==> src/rtl/cpu_defs.sv <==
// ============================================================================
// cpu_defs : shared CPU types for the instruction-fetch front end
// Rev 1.0
// ============================================================================
`default_nettype none

package cpu_defs;

    typedef logic [31:0] virt_t;

    typedef struct packed {
        virt_t       pc;
        logic [31:0] instr;
    } fetch_entry_t;

    localparam logic [0:0] c_ST_IDLE = 1'b0;
    localparam logic [0:0] c_ST_WAIT = 1'b1;

endpackage

`default_nettype wire

==> src/rtl/cpu_ibus_if.sv <==
// ============================================================================
// cpu_ibus_if : instruction bus, one-cycle pipelined slave with stall
// Rev 1.0
// ============================================================================
`default_nettype none

interface cpu_ibus_if;
    import cpu_defs::*;

    logic        read;
    virt_t       address;
    logic        stall;
    logic [63:0] rddata;

    modport master (output read, output address, input stall, input rddata);
    modport slave  (input read, input address, output stall, output rddata);

endinterface

`default_nettype wire

==> src/rtl/ifetch_instr_fifo.sv <==
// ============================================================================
// ifetch_instr_fifo : circular buffer, two pushes / one pop per cycle, flush
// Rev 1.0
// ============================================================================
`default_nettype none

module ifetch_instr_fifo
    import cpu_defs::*;
#(
    parameter int DEPTH = 4
) (
    input  logic                       clk,
    input  logic                       rst_n,
    input  logic                       i_flush,
    input  logic                       i_push,
    input  fetch_entry_t               i_push_lo,
    input  fetch_entry_t               i_push_hi,
    input  logic                       i_pop,
    output logic                       o_valid,
    output fetch_entry_t               o_head,
    output logic [$clog2(DEPTH):0]     o_count
);

    localparam int AW = $clog2(DEPTH);
    localparam int CW = AW + 1;

    fetch_entry_t   r_mem [DEPTH];
    logic [AW-1:0]  r_wr_ptr;
    logic [AW-1:0]  r_rd_ptr;
    logic [CW-1:0]  r_count;
    logic           w_pop;

    // Popping an empty buffer is ignored rather than corrupting the pointers.
    assign w_pop = i_pop && (r_count != '0);

    always_ff @(posedge clk or negedge rst_n) begin
        if (!rst_n) begin
            r_wr_ptr <= '0;
            r_rd_ptr <= '0;
            r_count  <= '0;
        end else if (i_flush) begin
            r_wr_ptr <= '0;
            r_rd_ptr <= '0;
            r_count  <= '0;
        end else begin
            if (i_push) begin
                r_wr_ptr <= r_wr_ptr + AW'(2);
            end
            if (w_pop) begin
                r_rd_ptr <= r_rd_ptr + AW'(1);
            end
            r_count <= r_count + (i_push ? CW'(2) : CW'(0)) - (w_pop ? CW'(1) : CW'(0));
        end
    end

    always_ff @(posedge clk) begin
        if (i_push && !i_flush) begin
            r_mem[r_wr_ptr]          <= i_push_lo;
            r_mem[r_wr_ptr + AW'(1)] <= i_push_hi;
        end
    end

    assign o_valid = (r_count != '0);
    assign o_head  = r_mem[r_rd_ptr];
    assign o_count = r_count;

endmodule

`default_nettype wire

==> src/rtl/ifetch_ibus_master.sv <==
// ============================================================================
// ifetch_ibus_master : instruction-fetch bus master, 64-bit fetches into FIFO
// Rev 1.0
// ============================================================================
`default_nettype none

module ifetch_ibus_master
    import cpu_defs::*;
#(
    parameter virt_t RESET_PC   = 32'hbfc0_0000,
    parameter int    FIFO_DEPTH = 4
) (
    input  logic        clk,
    input  logic        rst_n,
    cpu_ibus_if.master  ibus,
    input  logic        redirect_valid,
    input  virt_t       redirect_pc,
    output logic        instr_valid,
    input  logic        instr_ready,
    output virt_t       instr_pc,
    output logic [31:0] instr_data
);

    localparam int CW = $clog2(FIFO_DEPTH) + 1;
    localparam int LW = CW + 1;

    logic [0:0]    r_state;
    logic [0:0]    w_state_nxt;
    logic          r_active;
    logic          r_discard;
    virt_t         r_fetch_pc;
    virt_t         r_req_pc;

    logic          w_resp;
    logic          w_push;
    logic          w_pop;
    logic          w_issue;
    logic          w_read;
    virt_t         w_address;
    logic [CW-1:0] w_count;
    logic [LW-1:0] w_level_nxt;
    fetch_entry_t  w_lo;
    fetch_entry_t  w_hi;
    fetch_entry_t  w_head;

    assign w_resp = (r_state == c_ST_WAIT) && !ibus.stall;
    assign w_push = w_resp && !r_discard && !redirect_valid;
    assign w_pop  = instr_ready && instr_valid && !redirect_valid;

    // Only issue when both words of the response are guaranteed a slot.
    assign w_level_nxt = LW'(w_count) + (w_push ? LW'(2) : LW'(0)) - (w_pop ? LW'(1) : LW'(0));
    assign w_issue     = r_active && !redirect_valid
                      && ((r_state == c_ST_IDLE) || w_resp)
                      && (w_level_nxt <= LW'(FIFO_DEPTH - 2));

    always_ff @(posedge clk or negedge rst_n) begin
        if (!rst_n) begin
            r_state <= c_ST_IDLE;
        end else begin
            r_state <= w_state_nxt;
        end
    end

    always_comb begin
        w_state_nxt = r_state;
        case (r_state)
            c_ST_IDLE: if (w_issue) w_state_nxt = c_ST_WAIT;
            c_ST_WAIT: if (!ibus.stall) w_state_nxt = w_issue ? c_ST_WAIT : c_ST_IDLE;
            default:   w_state_nxt = c_ST_IDLE;
        endcase
    end

    // A stalled request is re-presented unchanged, even across a redirect.
    always_comb begin
        w_read    = ((r_state == c_ST_WAIT) && ibus.stall) || w_issue;
        w_address = w_issue ? r_fetch_pc : r_req_pc;
    end

    assign ibus.read    = w_read;
    assign ibus.address = w_address;

    always_ff @(posedge clk or negedge rst_n) begin
        if (!rst_n) begin
            r_active   <= 1'b0;
            r_discard  <= 1'b0;
            r_fetch_pc <= RESET_PC;
            r_req_pc   <= RESET_PC;
        end else begin
            r_active <= 1'b1;
            if (redirect_valid) begin
                r_fetch_pc <= redirect_pc;
            end else if (w_issue) begin
                r_fetch_pc <= r_fetch_pc + 32'd8;
            end
            if (w_issue) begin
                r_req_pc <= r_fetch_pc;
            end
            if (redirect_valid && (r_state == c_ST_WAIT) && ibus.stall) begin
                r_discard <= 1'b1;
            end else if (w_resp) begin
                r_discard <= 1'b0;
            end
        end
    end

    assign w_lo = {r_req_pc, ibus.rddata[31:0]};
    assign w_hi = {r_req_pc + 32'd4, ibus.rddata[63:32]};

    ifetch_instr_fifo #(
        .DEPTH     (FIFO_DEPTH)
    ) u_fifo (
        .clk       (clk),
        .rst_n     (rst_n),
        .i_flush   (redirect_valid),
        .i_push    (w_push),
        .i_push_lo (w_lo),
        .i_push_hi (w_hi),
        .i_pop     (w_pop),
        .o_valid   (instr_valid),
        .o_head    (w_head),
        .o_count   (w_count)
    );

    assign instr_pc   = w_head.pc;
    assign instr_data = w_head.instr;

endmodule

`default_nettype wire

==> src/flat_wrapper.sv <==
// flat-port wrapper written by rule: the top's interface ports become plain ports
module ifetch_ibus_master_flat import cpu_defs::*;
#(
    parameter virt_t RESET_PC   = 32'hbfc0_0000,
    parameter int    FIFO_DEPTH = 4
)
  (clk, rst_n, redirect_valid, redirect_pc, instr_valid, instr_ready, instr_pc, instr_data, ibus_read, ibus_address, ibus_stall, ibus_rddata);
  cpu_ibus_if ibus_i ();
  input  logic clk;
  input  logic rst_n;
  input  logic redirect_valid;
  input  virt_t redirect_pc;
  output logic instr_valid;
  input  logic instr_ready;
  output virt_t instr_pc;
  output logic [31:0] instr_data;
  output wire logic [$bits(ibus_i.read)-1:0] ibus_read;
  output wire logic [$bits(ibus_i.address)-1:0] ibus_address;
  input wire logic [$bits(ibus_i.stall)-1:0] ibus_stall;
  input wire logic [$bits(ibus_i.rddata)-1:0] ibus_rddata;
  assign ibus_read = ibus_i.read;
  assign ibus_address = ibus_i.address;
  assign ibus_i.stall = ibus_stall;
  assign ibus_i.rddata = ibus_rddata;
  ifetch_ibus_master #(.RESET_PC(RESET_PC), .FIFO_DEPTH(FIFO_DEPTH)) u_core (.clk(clk), .rst_n(rst_n), .ibus(ibus_i), .redirect_valid(redirect_valid), .redirect_pc(redirect_pc), .instr_valid(instr_valid), .instr_ready(instr_ready), .instr_pc(instr_pc), .instr_data(instr_data));
endmodule
==> config.mk <==
export PLATFORM = sky130hd
export DESIGN_NAME = ifetch_ibus_master_flat
export DESIGN_NICKNAME = d
export VERILOG_FILES = /design/src/rtl/cpu_defs.sv /design/src/rtl/cpu_ibus_if.sv /design/src/rtl/ifetch_instr_fifo.sv /design/src/rtl/ifetch_ibus_master.sv /design/src/flat_wrapper.sv
export SDC_FILE = /design/constraint.sdc
export NUM_CORES = 1
export LEC_CHECK = 0
export CAP_MARGIN = 5
export CORE_UTILIZATION = 48
export DETAILED_ROUTE_END_ITERATION = 10
export MAX_ROUTING_LAYER = met4
export PLACE_DENSITY = 0.75
export SYNTH_ARGS = -nofsm -noshare
export SYNTH_HDL_FRONTEND = slang
export SYNTH_HIERARCHICAL = 1
export SYNTH_SLANG_ARGS = --single-unit
==> constraint.sdc <==
create_clock -name clk -period 16.03 [get_ports clk]
set_input_delay 1.603 -clock clk [delete_from_list [all_inputs] [get_ports clk]]
set_output_delay 1.603 -clock clk [all_outputs]
set_load 0.03 [all_outputs]
==> results of run 1 <==
## layout by cell type, fill, tap and decap left out, types with 19 or more instances in the layout
master / Yosys / routed
o21ai_0: 20 / 20
nand2_1: 146 / 146
inv_1: 21 / 19
xnor2_1: 23 / 23
mux2_4: 87 / 87
mux4_2: 64 / 64
mux2_2: 46 / 46
nand3_1: 33 / 33
dfrtp_1: 55 / 53
clkbuf_16: 0 / 37
clkdlybuf4s50_1: 0 / 196
edfxtp_1: 256 / 256
## worst max-delay path, delay by kind of cell
kind            cells  cell delay [ns]
compound gates      2             0.73
xor+xnor            1             0.33
fa+ha+maj           3             0.68
buf+inv             7             2.06
simple gates        1             0.25
## sequential cells by signal, indices dropped and copies added, names as in the netlist
| register | flops |
|---|---|
| u_core/u_fifo/r_mem | 256 |
| u_core/r_fetch_pc | 32 |
| u_core/r_req_pc | 32 |
| u_core/u_fifo/o_count | 3 |
| u_core/u_fifo/r_rd_ptr | 2 |
| u_core/r_active | 1 |
| u_core/r_discard | 1 |
| u_core/r_state | 1 |
| u_core/u_fifo/r_wr_ptr | 1 |
## synthesized netlist by cell type (14+ instances only)
| master | instances | share of area |
|---|---|---|
| mux2_4 | 87 | 0.082 |
| xnor2_1 | 23 | 0.013 |
| o21ai_0 | 20 | 0.0063 |
| dfrtp_1 | 55 | 0.087 |
| nand3_1 | 33 | 0.010 |
| nand2_1 | 146 | 0.034 |
| nor2_1 | 16 | 0.0038 |
| buf_2 | 14 | 0.0044 |
| clkbuf_1 | 142 | 0.034 |
| dfstp_2 | 18 | 0.030 |
| mux2_2 | 46 | 0.033 |
| edfxtp_1 | 256 | 0.48 |
| mux4_2 | 64 | 0.091 |
| inv_1 | 21 | 0.0050 |
## per-layer routing
layer,global-route usage,wire length (microns),vias to the layer above,part of all wire
met5,-,0,-,0
met4,0.0547,697,0,0.021
met3,0.0361,2260,56,0.069
met2,0.319,15600,329,0.48
met1,0.269,14200,4542,0.43
li1,-,-,4109,-
## cells by family (layout without fill, tap and decap cells)
family | after synthesis | count (layout) | share of synthesized area
other cells | 1 | 1 | 0.000236
xor+xnor | 33 | 33 | 0.0190
fa+ha+maj | 9 | 9 | 0.00756
mux | 197 | 197 | 0.205
flops | 329 | 329 | 0.600
buf+inv | 200 | 296 | 0.0592
simple gates | 258 | 258 | 0.0797
compound gates | 67 | 67 | 0.0290
## power by group through the flow
stage / clock network, W / logic, W / registers, W
6_report: 0.000806 / 0.000690 / 0.00118
5_1_grt: 0.000856 / 0.000738 / 0.00119
4_1_cts: 0.000825 / 0.000692 / 0.00117
2_1_floorplan: 0 / 0.000506 / 0.00114
3_3_place_gp: 0 / 0.000671 / 0.00119
3_5_place_dp: 0 / 0.000685 / 0.00119
## cell type report
cell class,instances,area (sq um)
Fill cell,2525,13700
Clock buffer,49,981
Multi-Input combinational cell,565,5440
Inverter,21,78.8
Tap cell,442,553
Timing Repair Buffer,210,2060
Sequential cell,329,9540
Clock inverter,16,169
## worst max path at each step
stage | from | endpoint | slack [ns] | cells past startpoint
finish | redirect_valid | ibus_address[26] | 8.73 | 14
CTS | redirect_valid | ibus_address[26] | 8.76 | 14
global placement | redirect_valid | ibus_address[26] | 8.96 | 14
global route | redirect_valid | ibus_address[26] | 8.46 | 14
detailed placement | redirect_valid | ibus_address[26] | 8.76 | 14
floorplan | redirect_valid | u_core/u_fifo/r_mem[0][0] | 8.42 | 4
## stage by stage
stage | util | setup WS, ns | cell area (sq um) | power (W) | std cells
final | 0.579 | 8.73 | 18800 | 0.00267 | 1632
after global routing | 0.579 | 8.46 | 18800 | 0.00279 | 1632
after CTS | 0.579 | 8.76 | 18800 | 0.00269 | 1632
after detailed placement | 0.543 | 8.76 | 17700 | 0.00188 | 1567
after global placement | 0.543 | 8.96 | 17700 | 0.00186 | 1567
after floorplan | - | 8.42 | 15900 | 0.00165 | 1094
==> impl_metrics.tcl, run 1 <==
set metrics [dict create \
    vdd_ir_drop_max_uv 129 \
    whs_path_depth 1 \
    seqPwrFrac 0.440 \
    root_buffer "clkbuf_16" \
    leakage_nw 6.73 \
    drt_iter0_drc 585 \
    fmax_mhz 137 \
    rows 66 \
    worst-setup-path-type "in2out" \
    numCtsBuffers 36 \
    max_slew_margin 0.301 \
    clock_skew_ns 0.0251 \
    ctsHoldBuffers 0 \
    setup_viol 0 \
    avgSynthCellArea_sq_um 14.5 \
    worstPathMaxFanout 52 \
    cts.clk_slew.worst_paths_ns 0.05 \
    antenna_cells 0 \
    tightest_slew_ns 1.05 \
    wl_mm 32.7 \
    async_reset_ff_frac 0.222 \
    nNetsFinal 1273 \
    viasPerCell 5.54 \
    port_buffers 198 \
    area_delta_synth_final_pct 18.4 \
    rsz0062_at_grt "false" \
    gp_congestion 0.851 \
    syn_nets 1204 \
    dr.pass1.iters 5 \
    fp.dieH_microns 184 \
    fin_crit_ns 7.30 \
    ctsResizeCount 0 \
    synthCells 1094 \
    max_stage_delay_ns 0.73 \
    final_layout_size_suffix_gt1_frac 0.251 \
    hpwlAfterDp_mm 21.0 \
    die_w_microns 184 \
    p_sw_frac 0.309 \
    ys_types 61 \
    period_share 0.456 \
    hold_viol_final 0 \
    h-tree-depth 2 \
    arrival_ns 5.70 \
    grt_start_max_net_pins 74 \
    rr_worst_depth 7 \
    drc 0 \
    ys.flop_type "edfxtp_1" \
    rr_startpoint "u_core/r_state" \
    pwr-share-clk 0.302 \
    ant_nets 0 \
    switchingPower_w 0.000826 \
    crit_required_ns 14.43 \
    grt.overflow.total 0 \
    p_comb_frac 0.258 \
    clk_path_buf_depth 3 \
    vias 9036 \
    avgRoutedWirePerCell_microns 20.1 \
    clkLatencyLatePin_ns 0.52 \
    min_to "u_core/r_discard" \
    p_int_w 0.00185 \
    die_area_sq_mm 0.0339 \
    crit_top_cell "inv_1" \
    core-area_sq_mm 0.0325 \
    cts_tree "built" \
    tns_ns 0 \
    synthesis.area_sq_mm 0.0159 \
    grt_pass1_wl_mm 51.4 \
    p_per_area_mw_per_mm2 142 \
    cp_cell_sequence "buf_2 -> buf_4 -> inv_1 -> and3_1 -> ha_1 -> inv_1 -> ha_1 -> inv_1 -> fa_1 -> xnor2_1 -> o2111ai_4 -> buf_4 -> o21ai_0 -> clkdlybuf4s50_1" \
    rr_endpoint "u_core/u_fifo/r_mem[1][59]" \
    post-cts-setup-buffers 0 \
    antenna_found_initial 0 \
    io_pins 199 \
    synth-seq-cells 329 \
    synth-edff-count 256 \
    first_global_vias 9219 \
    startpoint_type "primary input" \
    ys_seq_area_frac 0.600 \
    initial_core_util 0.489 \
    regToRegSetupSlack_ns 11.89 \
    min_from "u_core/r_state" \
    hold_class "reg2reg" \
    slew_violations 0 \
    cp-end-kind "primary output" \
    run_status "completed" \
    slowest_stage "clkdlybuf4s50_1" \
    timing.hold.ws_ns 0.492 \
    cts.sinks 329 \
    ys_warn_count 6 \
    track_usage 0.202 \
    maxCapViolations 0 \
]
Power figures use the tool's default switching activity.
==> run 2, diff against run 1 <==
--- a/config.mk
+++ b/config.mk
@@ -9,7 +9,7 @@
 export CORE_UTILIZATION = 48
 export DETAILED_ROUTE_END_ITERATION = 10
 export MAX_ROUTING_LAYER = met4
-export PLACE_DENSITY = 0.75
+export PLACE_DENSITY = 0.77
 export SYNTH_ARGS = -nofsm -noshare
 export SYNTH_HDL_FRONTEND = slang
 export SYNTH_HIERARCHICAL = 1
==> constraint.sdc (replaced) <==
create_clock -name clk -period 6.4 [get_ports clk]
set_input_delay 0.64 -clock clk [delete_from_list [all_inputs] [get_ports clk]]
set_output_delay 0.64 -clock clk [all_outputs]
set_load 0.03 [all_outputs]
==> impl_metrics.tcl, run 2 (synthesis results as in run 1) <==
set metrics [dict create \
    run_status "completed" \
    avgRoutedWirePerCell_microns 20.2 \
    drt_iter0_drc 605 \
    cts_tree "built" \
    grt_start_max_net_pins 129 \
    crit_required_ns 5.76 \
    ant_nets 0 \
    arrival_ns 4.48 \
    ctsResizeCount 0 \
    drc 0 \
    ctsHoldBuffers 0 \
    tns_ns 0 \
    hpwlAfterDp_mm 21.0 \
    cp-end-kind "primary output" \
    fmax_mhz 195 \
    clk_path_buf_depth 3 \
    port_buffers 198 \
    nNetsFinal 1275 \
    hold_class "in2async" \
    initial_core_util 0.489 \
    top_register "u_core/u_fifo/r_mem" \
    clock_skew_ns 0.0171 \
    startpoint_type "primary input" \
    grt_pass1_wl_mm 51.1 \
    vdd_ir_drop_max_uv 351 \
    rows 66 \
    cts.sinks 329 \
    clkLatencyLatePin_ns 0.51 \
    viasPerCell 5.49 \
    h-tree-depth 2 \
    max_stage_delay_ns 0.75 \
    final_common_cell "edfxtp_1" \
    max_slew_margin 0.277 \
    grt.overflow.total 0 \
    fp.dieH_microns 184 \
    fin_crit_ns 5.12 \
    rr_worst_depth 13 \
    largest_reg_flops 256 \
    cts.clk_slew.worst_paths_ns 0.06 \
    die_area_sq_mm 0.0339 \
    p_per_area_mw_per_mm2 350 \
    cp_cell_sequence "clkdlybuf4s50_1 -> inv_1 -> nand2_1 -> or3_1 -> ha_1 -> inv_1 -> ha_1 -> inv_1 -> fa_1 -> xnor2_1 -> o2111a_1 -> buf_4 -> nand2_1 -> o21ai_0 -> clkdlybuf4s50_1" \
    io_pins 199 \
    period_share 0.800 \
    gp_congestion 0.858 \
    tightest_slew_ns 1.08 \
    die_w_microns 184 \
    area_delta_synth_final_pct 18.3 \
    root_buffer "clkbuf_16" \
    slew_violations 0 \
    wl_mm 33.0 \
    leakage_nw 6.71 \
    antenna_cells 0 \
    place_ws_ns 1.30 \
    hold_viol_final 0 \
    layout_common_cells "256 x edfxtp_1, 196 x clkdlybuf4s50_1, 146 x nand2_1, 87 x mux2_4, 64 x mux4_2" \
    post-cts-setup-buffers 0 \
    finalWorstSetupSlack_ns 1.28 \
    rr_endpoint "u_core/r_fetch_pc[20]" \
    slowest_stage "clkdlybuf4s50_1" \
    regToRegSetupSlack_ns 2.49 \
    setup_viol 0 \
    vias 8969 \
    rsz0062_at_grt "false" \
    numCtsBuffers 37 \
    layout.cells.non_filler 1633 \
    crit_buf_inv 6 \
    rr_startpoint "u_core/u_fifo/o_count[2]" \
    maxCapViolations 0 \
    crit_family "buffers and inverters" \
    track_usage 0.203 \
    place_area_sq_mm 0.0177 \
    crit_top_cell "inv_1" \
    design_area_sq_mm 0.0188 \
    dr.pass1.iters 5 \
    placed_cells 1568 \
    antenna_found_initial 0 \
    worstPathMaxFanout 45 \
    core-area_sq_mm 0.0325 \
    first_global_vias 9234 \
    largestRegisters "u_core/u_fifo/r_mem (256), u_core/r_fetch_pc (32), u_core/r_req_pc (32)" \
    final_layout_size_suffix_gt1_frac 0.248 \
    worst-setup-path-type "in2out" \
]
-- run 2: changes by cell type in the layout (fill, tap and decap cells not counted), sizes merged --
cell / before / now
clkbuf: 49 / 54
inv: 23 / 22
clkinv: 9 / 8
bufinv: 3 / 1
buf: 14 / 15
clkinvlp: 2 / 1
-- run 2: final cells by class --
class / instances / area (sq um)
Clock buffer: 54 / 1000
Inverter: 21 / 78.8
Sequential cell: 329 / 9540
Tap cell: 442 / 553
Multi-Input combinational cell: 565 / 5450
Timing Repair Buffer: 211 / 2090
Fill cell: 2570 / 13700
Clock inverter: 11 / 86.3
-- run 2: through the flow --
| stage | hold slack [ns] | total power [W] | utilization |
|---|---|---|---|
| detailed placement | 0.493 | 0.00468 | 0.545 |
| finish | 0.346 | 0.00657 | 0.578 |
| floorplan | 0.344 | 0.00413 | - |
| CTS | 0.380 | 0.00662 | 0.578 |
| global placement | 0.490 | 0.00463 | 0.545 |
| global route | 0.407 | 0.00686 | 0.578 |
-- run 2: layer usage --
metal	wire, microns	vias up	global-route usage
li1	-	4126	-
met1	14600	4481	0.270
met2	15700	314	0.322
met3	2170	48	0.0378
met4	592	0	0.0493
met5	0	-	-
-- run 2: report_power, final --
part | internal, W | total, W | switching (W)
Sequential | 0.00262 | 0.00297 | 0.000343
Combinational | 0.000801 | 0.00168 | 0.000884
Clock | 0.00113 | 0.00192 | 0.000796
-- run 2: how the worst max path moves through the flow --
stage                     slack (ns)                        end            from  cells after the start
after floorplan                 2.05  u_core/u_fifo/r_mem[0][0]  redirect_valid                      4
after global placement          1.36            ibus_address[0]      ibus_stall                     15
after detailed placement        1.30           ibus_address[22]      ibus_stall                     15
after CTS                       1.28           ibus_address[22]      ibus_stall                     15
after global routing             1.0           ibus_address[22]      ibus_stall                     15
final                           1.28           ibus_address[22]      ibus_stall                     15
==> run 3, diff against run 2 <==
==> constraint.sdc (replaced) <==
create_clock -name clk -period 4.3 [get_ports clk]
set_input_delay 0.43 -clock clk [delete_from_list [all_inputs] [get_ports clk]]
set_output_delay 0.43 -clock clk [all_outputs]
set_load 0.03 [all_outputs]
==> impl_metrics.tcl, run 3 (synthesis results as in run 1) <==
set metrics [dict create \
    slew_violations 0 \
    drt_iter0_drc 789 \
    grt_pass1_wl_mm 50.7 \
    wl_met3_mm 2.33 \
    rr_worst_depth 14 \
    rows 66 \
    fmax_mhz 246 \
    ctsHoldBuffers 0 \
    io_pins 199 \
    vdd_ir_drop_max_uv 601 \
    arrival_ns 3.64 \
    n_fill_cell 2511 \
    hold_viol_final 0 \
    cp-end-kind "primary output" \
    layout_common_cells "256 x edfxtp_1, 163 x clkdlybuf4s50_1, 146 x nand2_1, 87 x mux2_4, 64 x mux4_2" \
    antenna_found_initial 0 \
    rr_startpoint "u_core/u_fifo/o_count[2]" \
    run_status "completed" \
    cts_tree "built" \
    leakage_nw 6.89 \
    hold_class "in2async" \
    startpoint_type "flop" \
    p_per_area_mw_per_mm2 525 \
    grt.overflow.total 0 \
    nNetsFinal 1289 \
    top_register "u_core/u_fifo/r_mem" \
    wl_mm 32.7 \
    tightest_slew_ns 1.05 \
    numCtsBuffers 36 \
    worst-setup-path-type "reg2out" \
    drc 0 \
    regArea_sq_mm 0.00954 \
    dr.pass1.iters 6 \
    final_layout_size_suffix_gt1_frac 0.284 \
    maxCapViolations 0 \
    cts.clk_slew.worst_paths_ns 0.06 \
    viasPerCell 5.52 \
    largest_reg_flops 256 \
    fp.dieH_microns 184 \
    root_buffer "clkbuf_16" \
    worstPathMaxFanout 22 \
    largestRegisters "u_core/u_fifo/r_mem (256), u_core/r_fetch_pc (32), u_core/r_req_pc (32)" \
    avgRoutedWirePerCell_microns 19.9 \
    total_power_w 0.00999 \
    cts.sinks 329 \
    maxUsedRoutingLayer "met4" \
    rsz0062_at_grt "false" \
    clkLatencyLatePin_ns 0.51 \
    die_area_sq_mm 0.0339 \
    core-area_sq_mm 0.0325 \
    ant_nets 0 \
    initial_core_util 0.489 \
    fin_crit_ns 4.07 \
    multiInputGateArea_sq_mm 0.00546 \
    grt_start_max_net_pins 67 \
    track_usage 0.201 \
    setup_viol 0 \
    vias 9084 \
    h-tree-depth 2 \
    clk_path_buf_depth 3 \
    max_slew_margin 0.302 \
    wl_met1_mm 14.1 \
    gp_congestion 0.929 \
    port_buffers 198 \
    tns_ns 0 \
    final_common_cell "edfxtp_1" \
    die_w_microns 184 \
    hpwlAfterDp_mm 21.0 \
    area_delta_synth_final_pct 19.7 \
    antenna_cells 0 \
    cp-startpoint "u_core/u_fifo/o_count[2]" \
    dr_wl_met2_mm 15.6 \
    clock_skew_ns 0.0147 \
    period_share 0.947 \
    first_global_vias 9174 \
    crit_required_ns 3.87 \
]
## run 3: cell types whose count changed in the layout (fill, tap and decap cells not counted), moves of 2 or more
| cell | change |
|---|---|
| bufinv_16 | +2 |
| clkinv_2 | -3 |
| clkdlybuf4s50_1 | -33 |
| clkinv_1 | +2 |
| buf_4 | +36 |
| buf_12 | +11 |
## run 3: final cells by class
type / count / share of cell area
inverter: 21 / 0.00414
sequential: 329 / 0.501
multi-input combinational: 565 / 0.287
clock inverter: 11 / 0.00684
clock buffer: 52 / 0.0521
tap: 442 / 0.0291
timing repair buffer: 226 / 0.120
## run 3: what timing repair did
action,4_1_cts,5_1_grt
buffers inserted,0,5
resized for setup,0,2
setup endpoints to repair,0,27
hold endpoints to repair,0,0
## run 3: worst paths after layout
kind                            slack (ns)                        to
worst max-delay path                  0.23          ibus_address[23]
worst min-delay path                  0.11  u_core/u_fifo/o_count[2]
worst max register to register        0.44     u_core/r_fetch_pc[13]
worst min register to register        0.50          u_core/r_discard
max in group asynchronous             3.21       u_core/r_req_pc[22]
min in group clk                      0.43     u_core/r_fetch_pc[22]
## run 3: critical path: stages (launching register included)
cell       delay, ns
dfrtp_1         0.46
or3_1           0.41
and3_1          0.21
ha_1            0.20
inv_1           0.06
ha_1            0.13
inv_1           0.05
fa_1            0.48
and3b_1         0.22
o2111a_2        0.25
buf_4           0.15
clkbuf_16       0.19
nand2_1         0.06
nand2_1         0.10
buf_4           0.17
## run 3: stage by stage
step	hold slack, ns	area [sq um]	instances	util	setup WS, ns
2_1_floorplan	0.134	15900	1094	-	0.163
3_3_place_gp	0.491	17800	1577	0.548	0.380
3_5_place_dp	0.494	17800	1577	0.548	0.295
4_1_cts	0.133	19000	1640	0.583	0.138
5_1_grt	0.177	19000	1646	0.585	0.0303
6_report	0.113	19000	1646	0.585	0.229
## run 3: where the power goes
group / internal [W] / switching [W]
sequential: 0.00390 / 0.000492
clock: 0.00178 / 0.00118
combinational: 0.00125 / 0.00139
## run 3: routing by layer
metal	up-vias	track usage
met4	0	0.0490
met2	392	0.317
met3	49	0.0396
li1	4140	-
met5	-	-
met1	4503	0.268
